===== config.mk =====
export PLATFORM = sky130hd
export DESIGN_NAME = cc_flag_unit_flat
export DESIGN_NICKNAME = d
export VERILOG_FILES = /design/src/rtl/cc_flag_if.sv /design/src/rtl/cc_flag_unit.sv /design/src/flat_wrapper.sv
export SDC_FILE = /design/constraint.sdc
export NUM_CORES = 1
export LEC_CHECK = 0
export CORE_ASPECT_RATIO = 1.4
export CORE_MARGIN = 4
export CORE_UTILIZATION = 47
export DETAILED_ROUTE_END_ITERATION = 8
export PLACE_DENSITY_LB_ADDON = 0.12
export SLEW_MARGIN = 5
export SYNTH_ARGS = -nofsm -noshare
export SYNTH_HDL_FRONTEND = slang
export SYNTH_SLANG_ARGS = --single-unit

===== constraint.sdc =====
create_clock -name clk -period 6 [get_ports clk]
set_clock_uncertainty 0.15 [all_clocks]
set_input_delay 1.8 -clock clk [delete_from_list [all_inputs] [get_ports clk]]
set_output_delay 1.8 -clock clk [all_outputs]
set_load 0.01 [all_outputs]

===== src/rtl/cc_flag_if.sv =====
// Signal bundle for cc_flag_unit. The C/V carry/overflow signals exist only
// when CC_CV_FLAGS_EN is defined.
interface cc_flag_if #(
  parameter int unsigned WIDTH       = 16,
  parameter int unsigned STACK_DEPTH = 4
);
  localparam int unsigned CntW = $clog2(STACK_DEPTH + 1);
`ifdef CC_CV_FLAGS_EN
  localparam int unsigned PsrW = 5;
`else
  localparam int unsigned PsrW = 3;
`endif

  logic [WIDTH-1:0] Buss;
  logic             flagWE;
  logic             ld_psr;
  logic [PsrW-1:0]  psr_in;
  logic             push;
  logic             pop;
  logic             err_clr;
  logic [2:0]       br_mask;
  logic             N;
  logic             Z;
  logic             P;
  logic             br_taken;
  logic [CntW-1:0]  stk_count;
  logic             stk_full;
  logic             stk_empty;
  logic             stk_err;
`ifdef CC_CV_FLAGS_EN
  logic             carry_in;
  logic             ovf_in;
  logic             C;
  logic             V;

  modport master (
    output Buss, flagWE, ld_psr, psr_in, push, pop, err_clr, br_mask, carry_in, ovf_in,
    input  N, Z, P, C, V, br_taken, stk_count, stk_full, stk_empty, stk_err
  );

  modport slave (
    input  Buss, flagWE, ld_psr, psr_in, push, pop, err_clr, br_mask, carry_in, ovf_in,
    output N, Z, P, C, V, br_taken, stk_count, stk_full, stk_empty, stk_err
  );
`else
  modport master (
    output Buss, flagWE, ld_psr, psr_in, push, pop, err_clr, br_mask,
    input  N, Z, P, br_taken, stk_count, stk_full, stk_empty, stk_err
  );

  modport slave (
    input  Buss, flagWE, ld_psr, psr_in, push, pop, err_clr, br_mask,
    output N, Z, P, br_taken, stk_count, stk_full, stk_empty, stk_err
  );
`endif
endinterface


===== src/rtl/cc_flag_unit.sv =====
// Condition-code unit: N/Z/P flags, PSR load, save/restore stack, BR decision.
// Define CC_CV_FLAGS_EN to add carry (C) and overflow (V) flags.
module cc_flag_unit #(
  parameter int unsigned WIDTH       = 16,
  parameter int unsigned STACK_DEPTH = 4
) (
  input  logic     clk,
  input  logic     reset,
  cc_flag_if.slave cc_io
);
  localparam int unsigned CntW = $clog2(STACK_DEPTH + 1);
  localparam int unsigned IdxW = (STACK_DEPTH > 1) ? $clog2(STACK_DEPTH) : 1;
`ifdef CC_CV_FLAGS_EN
  localparam int unsigned FlagW = 5;
`else
  localparam int unsigned FlagW = 3;
`endif
  localparam logic [FlagW-1:0] FlagsRst = FlagW'(3'b010);
  localparam logic [CntW-1:0]  CntFull  = CntW'(STACK_DEPTH);

  // Flag vector layout is {[C,V,]N,Z,P}; N/Z/P always occupy the low three bits.
  logic [FlagW-1:0] flags_q, flags_d;
  logic [FlagW-1:0] stack_q [STACK_DEPTH];
  logic [CntW-1:0]  cnt_q, cnt_d;
  logic             err_q, err_d;

  logic [2:0]       nzp_v;
  logic [FlagW-1:0] derived;
  logic             is_full, is_empty;
  logic             push_ok, pop_ok, swap, err_set, stk_we;
  logic [IdxW-1:0]  wr_idx, top_idx, we_idx;

  always_comb begin
    nzp_v[2] = cc_io.Buss[WIDTH-1];
    nzp_v[1] = (cc_io.Buss == '0);
    nzp_v[0] = ~nzp_v[2] & ~nzp_v[1];
  end

`ifdef CC_CV_FLAGS_EN
  assign derived = {cc_io.carry_in, cc_io.ovf_in, nzp_v};
`else
  assign derived = nzp_v;
`endif

  assign is_full  = (cnt_q == CntFull);
  assign is_empty = (cnt_q == '0);
  assign wr_idx   = IdxW'(cnt_q);
  assign top_idx  = IdxW'(cnt_q - CntW'(1));

  always_comb begin
    push_ok = cc_io.push & ~cc_io.pop & ~is_full;
    pop_ok  = cc_io.pop & ~cc_io.push & ~is_empty;
    swap    = cc_io.push & cc_io.pop & ~is_empty;
    // A pop on an empty stack is an error whether or not push is also asserted.
    err_set = (cc_io.push & ~cc_io.pop & is_full) | (cc_io.pop & is_empty);
    stk_we  = push_ok | swap;
    we_idx  = swap ? top_idx : wr_idx;

    cnt_d = cnt_q;
    if (push_ok) begin
      cnt_d = cnt_q + CntW'(1);
    end else if (pop_ok) begin
      cnt_d = cnt_q - CntW'(1);
    end

    flags_d = flags_q;
    if (pop_ok || swap) begin
      flags_d = stack_q[top_idx];
    end else if (cc_io.ld_psr) begin
      flags_d = cc_io.psr_in;
    end else if (cc_io.flagWE) begin
      flags_d = derived;
    end

    err_d = err_q;
    if (err_set) begin
      err_d = 1'b1;
    end else if (cc_io.err_clr) begin
      err_d = 1'b0;
    end
  end

  // Stack entries are not reset; they only hold still while reset is asserted.
  always_ff @(posedge clk or negedge reset) begin
    if (!reset) begin
      flags_q <= FlagsRst;
      cnt_q   <= '0;
      err_q   <= 1'b0;
    end else begin
      flags_q <= flags_d;
      cnt_q   <= cnt_d;
      err_q   <= err_d;
      if (stk_we) begin
        stack_q[we_idx] <= flags_q;
      end
    end
  end

  assign cc_io.N         = flags_q[2];
  assign cc_io.Z         = flags_q[1];
  assign cc_io.P         = flags_q[0];
  assign cc_io.br_taken  = |(cc_io.br_mask & flags_q[2:0]);
  assign cc_io.stk_count = cnt_q;
  assign cc_io.stk_full  = is_full;
  assign cc_io.stk_empty = is_empty;
  assign cc_io.stk_err   = err_q;
`ifdef CC_CV_FLAGS_EN
  assign cc_io.C         = flags_q[4];
  assign cc_io.V         = flags_q[3];
`endif

endmodule


===== src/flat_wrapper.sv =====
// flat-port wrapper written by rule: the top's interface ports become plain ports
module cc_flag_unit_flat 
#(
  parameter int unsigned WIDTH       = 16,
  parameter int unsigned STACK_DEPTH = 4
)
  (clk, reset, cc_io_Buss, cc_io_flagWE, cc_io_ld_psr, cc_io_psr_in, cc_io_push, cc_io_pop, cc_io_err_clr, cc_io_br_mask, cc_io_N, cc_io_Z, cc_io_P, cc_io_br_taken, cc_io_stk_count, cc_io_stk_full, cc_io_stk_empty, cc_io_stk_err);
  cc_flag_if #(.WIDTH(WIDTH), .STACK_DEPTH(STACK_DEPTH)) cc_io_i ();
  input  logic clk;
  input  logic reset;
  input wire logic [$bits(cc_io_i.Buss)-1:0] cc_io_Buss;
  input wire logic [$bits(cc_io_i.flagWE)-1:0] cc_io_flagWE;
  input wire logic [$bits(cc_io_i.ld_psr)-1:0] cc_io_ld_psr;
  input wire logic [$bits(cc_io_i.psr_in)-1:0] cc_io_psr_in;
  input wire logic [$bits(cc_io_i.push)-1:0] cc_io_push;
  input wire logic [$bits(cc_io_i.pop)-1:0] cc_io_pop;
  input wire logic [$bits(cc_io_i.err_clr)-1:0] cc_io_err_clr;
  input wire logic [$bits(cc_io_i.br_mask)-1:0] cc_io_br_mask;
  output wire logic [$bits(cc_io_i.N)-1:0] cc_io_N;
  output wire logic [$bits(cc_io_i.Z)-1:0] cc_io_Z;
  output wire logic [$bits(cc_io_i.P)-1:0] cc_io_P;
  output wire logic [$bits(cc_io_i.br_taken)-1:0] cc_io_br_taken;
  output wire logic [$bits(cc_io_i.stk_count)-1:0] cc_io_stk_count;
  output wire logic [$bits(cc_io_i.stk_full)-1:0] cc_io_stk_full;
  output wire logic [$bits(cc_io_i.stk_empty)-1:0] cc_io_stk_empty;
  output wire logic [$bits(cc_io_i.stk_err)-1:0] cc_io_stk_err;
  assign cc_io_i.Buss = cc_io_Buss;
  assign cc_io_i.flagWE = cc_io_flagWE;
  assign cc_io_i.ld_psr = cc_io_ld_psr;
  assign cc_io_i.psr_in = cc_io_psr_in;
  assign cc_io_i.push = cc_io_push;
  assign cc_io_i.pop = cc_io_pop;
  assign cc_io_i.err_clr = cc_io_err_clr;
  assign cc_io_i.br_mask = cc_io_br_mask;
  assign cc_io_N = cc_io_i.N;
  assign cc_io_Z = cc_io_i.Z;
  assign cc_io_P = cc_io_i.P;
  assign cc_io_br_taken = cc_io_i.br_taken;
  assign cc_io_stk_count = cc_io_i.stk_count;
  assign cc_io_stk_full = cc_io_i.stk_full;
  assign cc_io_stk_empty = cc_io_i.stk_empty;
  assign cc_io_stk_err = cc_io_i.stk_err;
  cc_flag_unit #(.WIDTH(WIDTH), .STACK_DEPTH(STACK_DEPTH)) u_core (.clk(clk), .reset(reset), .cc_io(cc_io_i));
endmodule

======== Word level (Yosys, flattened, before mapping) ========
Memories as Yosys holds them, arrays and structs flattened.
Index checks and enable logic that the tools add are counted.
storage, ports and cells
  flip-flop bits (word level) ............. 7
  RAM bits ................................ 12
  logic and storage cells ................. 43
  memories ................................ 1
cells by class
  add/subtract/negate cells ............... 2
  equality and inequality tests ........... 1
  mux-type cells .......................... 10
  bitwise operators ....................... 18
  reduce and logical (&&, ||, !) cells .... 8
memories
  name            words  width  read ports  clocked after Yosys merged registers in  wr ports  RTL line            text
  u_core.stack_q  4      3      1           0                                        1         cc_flag_unit.sv:23  logic [FlagW-1:0] stack_q [STACK_DEPTH];
operators with widths
  kind                   number
  $logic_not A16 Y1      1
  $mux W3                5
  $and A1 B1 Y1          9
  $not A1 Y1             6
  $mux W1                4
  $reduce_bool A2 Y1     2
  $add A3 B1 Y3 const B  1
  $and A3 B3 Y3          1
  $eq A3 B3 Y1 const B   1
  $logic_not A3 Y1       1
  $reduce_bool A3 Y1     1
  $reduce_or A3 Y1       1
  $sub A3 B1 Y3 const B  1
  $mux W2                1
  $or A1 B1 Y1           2
  $logic_and A1 B1 Y1    1
  $logic_or A1 B1 Y1     1

======== Logic depth before layout (Yosys ltp) ========
  word-level depth ........................ 7
  mapped depth ............................ 7

======== Worst setup path after synthesis ========
No wires, ideal clock.
  path kind ............................... input -> output
  start point ............................. in cc_io_br_mask[0]
  end point ............................... out cc_io_br_taken
  data arrival time ....................... 2.210 ns
  slack ................................... 1.840 ns
  stages .................................. 2
  buffers on the path ..................... 0
  cell sequence ........................... a222oi_1 > inv_1
on the way
  cells in the longest elaborated chain, start to end .. 2
RTL lines
  what              RTL line             text
  start, declared   flat_wrapper.sv:18   input wire logic [$bits(cc_io_i.br_mask)-1:0] cc_io_br_mask;
  $and A3 B3 Y3     cc_flag_unit.sv:102  assign cc_io.br_taken = |(cc_io.br_mask & flags_q[2:0]);
  $reduce_or A3 Y1  cc_flag_unit.sv:102
  end, declared     flat_wrapper.sv:22   output wire logic [$bits(cc_io_i.br_taken)-1:0] cc_io_br_taken;
Every way passes these cells.

======== Worst setup path in the final report ========
Same ends and word-level chain as after synthesis.

==> reports/metrics.yaml <==
run_status: "completed"
p_leak_nw: 0.565
muxShareOfSynthArea_pct: 9.07
row_count: 20
nets: 163
final_hold_viol_count: 0
clk_pin_slew_ns: 0.12
cts_buffers: 3
critPathCaptureType: "output pin"
regArea_um2: 537
min_path_type: "register to register"
ys.warnings.count: 0
slew_violations: 0
ys_seq_area_share_pct: 49.9
cp.required_ns: 4.05
antennaDiodeCount: 0
synth-compound-area-share_pct: 12.9
gr-usage-met3_pct: 4.37
synth_edf_count: 12
start_util_pct: 49.4
rrSetupSlack_ns: 3.48
io_buffers: 38
comb_power_share_pct: 47.6
setup_viol: 0
die_area_mm2: 0.00313
antenna_found_initial: 0
relSlewSlack_pct: 63.9
post_cts_buffers: 0
post-route-period-util_pct: 83.6
r2r_start: "u_core.cc_io.stk_count[0]$_DFFE_PN0P_"
path_cells: "clkdlybuf4s50_1 > a222oi_1 > inv_1 > clkdlybuf4s50_1"
max_cap_viol_count: 0
postCtsHoldBufs: 0
p_clk_share_pct: 12.0
p_sw_mw: 0.223
crit_top_cell: "clkdlybuf4s50_1"
num_io_pins: 39
synth-main-ff-cell: "edfxtp_1"
fmax_mhz: 199
worstPathArrival_ns: 3.07
period_needed_ns: 5.02
syn-num-nets: 124
async_flop_share_pct: 36.8
reg2reg_depth: 6
crit_type: "primary input to output pin"
pwr-share-seq_pct: 40.4
tightest_slew_ns: 0.537
antenna_left: 0
slowest_stage: "clkdlybuf4s50_1"
firstDrtPassIters: 4
dpl_cell_area_mm2: 0.00146
drc: 0
swShare_pct: 37.6
power_density_mw_per_mm2: 398
htreeDepth: 1
synthAdderAreaFrac_pct: 3.49
syn_inst: 92
grt_max_degree: 13
yosys.area_share.simple_pct: 18.7
crit_start: "cc_io_br_mask[0]"
core_mm2: 0.00218
peakVddDrop_mv: 0.211
intPower_mw: 0.370
grt_pass1_vias: 935
routed_wl_um: 2560
hold_path_end: "u_core.cc_io.stk_err$_DFFE_PN0P_"
vias: 899
ys_types: 41
first_iter_violations: 11
cts_sinks: 19
die_h_um: 64.6
ctsResizeCount: 0
gp_congestion: 0.927
multi_input_area_um2: 484
viasPerCell: 5.91
grt_setup_unrepaired: "no"
synth_xor_area_share_pct: 0.814
grt.busiest_layer: "met2"
cts_tree: "done"
hpwl_um: 2090
cp_max_fo: 1
clockBufferDepth: 2
fin_tns_setup_ns: 0
hp-start: "u_core.cc_io.stk_err$_DFFE_PN0P_"
ys_seq_elements: 19
hold_depth: 2
fp.dieW_um: 48.4
final_common_cell: "clkdlybuf4s50_1"
clkLatencyLatePin_ns: 0.32
grt.overflow.total: 0
wl_per_cell_um: 16.8
syn_to_final_growth_pct: 38.4
syn_area_per_cell_um2: 11.7
root_buffer: "clkbuf_4"
r2r_end: "u_core.stack_q[0][1]$_DFFE_PP_"
fillCellCount: 185
synth_area_mm2: 0.00108
startpoint_type: "primary input"
path_delay_family: "buffers and inverters"
synth_top_family_by_area: "simple AND/OR/NAND/NOR gates"
layout_common_cells: "clkdlybuf4s50_1 (38), edfxtp_1 (12), inv_1 (8)"
crit_buf_inv: 3
stdcell_area_mm2: 0.00149
grt_use_met1_pct: 16.9
grt_pass1_wl_um: 4130
grt_usage_pct: 17.1
slowest_delay_ns: 0.48
grt_util_met2_pct: 32.5
drive_above_1_share_pct: 10.0
registers in the layout, indices dropped and copies added (netlist names):
name                    cells
u_core.cc_io.stk_count      3
u_core.flags_q              3
u_core.cc_io.stk_err        1
u_core.stack_q             12
worst max path at each step:
stage / to / slack, ns / depth (start not counted)
after floorplan: cc_io_br_taken / 1.84 / 2
after global placement: cc_io_br_taken / 1.0 / 4
after detailed placement: cc_io_br_taken / 0.97 / 4
after CTS: cc_io_br_taken / 0.97 / 4
after global routing: cc_io_br_taken / 0.89 / 4
final: cc_io_br_taken / 0.98 / 4
worst min-delay path, cell delays in order, from the launching register on:
cell and delay [ns]:
dfrtp_1 0.40, inv_1 0.06, o22ai_1 0.06
through the flow:
stage | worst slack (ns) | hold WS (ns) | std cells | total power [mW] | utilization [%]
after floorplan | 1.84 | 0.408 | 92 | 0.403 | -
after global placement | 0.996 | 0.373 | 148 | 0.520 | 67.0
after detailed placement | 0.974 | 0.392 | 148 | 0.527 | 67.0
after CTS | 0.975 | 0.410 | 152 | 0.598 | 68.4
after global routing | 0.893 | 0.424 | 152 | 0.633 | 68.4
final | 0.982 | 0.401 | 152 | 0.593 | 68.4
power by group through the flow:
stage               clock [mW]  sequential (mW)  combinational [mW]
finish                  0.0711            0.239               0.282
global route            0.0788            0.248               0.307
CTS                     0.0723            0.240               0.286
detailed placement           0            0.242               0.285
global placement             0            0.240               0.281
floorplan                    0            0.232               0.171
cells in the mapped netlist (2+ instances only):
| cell type | count | area, um^2 |
|---|---|---|
| edfxtp_1 | 12 | 360 |
| inv_1 | 8 | 30.0 |
| dfrtp_1 | 6 | 150 |
| nand2_1 | 6 | 22.5 |
| a21oi_1 | 4 | 20.0 |
| nor4_1 | 4 | 25.0 |
| ha_1 | 3 | 37.5 |
| mux2i_1 | 3 | 30.0 |
| mux4_2 | 3 | 67.6 |
| nand4_1 | 3 | 18.8 |
| nor2_1 | 3 | 11.3 |
| nor3_1 | 3 | 15.0 |
| and4_1 | 2 | 17.5 |
| nand3_1 | 2 | 10.0 |
| nand3b_1 | 2 | 15.0 |
| o21a_1 | 2 | 15.0 |
| o21ai_0 | 2 | 10.0 |
cell type report:
| class | count | area share, % |
|---|---|---|
| Sequential cell | 19 | 36.1 |
| Clock buffer | 3 | 1.51 |
| Multi-Input combinational cell | 61 | 32.5 |
| Timing Repair Buffer | 38 | 25.5 |
| Inverter | 8 | 2.02 |
| Tap cell | 22 | 1.85 |
| Clock inverter | 1 | 0.504 |
cell families after synthesis:
group                      after synthesis
and+or+nand+nor                         32
AOI/OAI and AO/OA                       19
DFF                                     19
buffers and inverters                   12
muxes                                    6
adders and majority gates                3
xor gates and xnor gates                 1
layer usage:
| layer | up-vias | share of wire (%) |
|---|---|---|
| met5 | - | 0 |
| met4 | 0 | 2.4 |
| met3 | 5 | 8.1 |
| met2 | 41 | 54 |
| met1 | 423 | 36 |
| li1 | 430 | - |
Power figures use the tool's default switching activity.
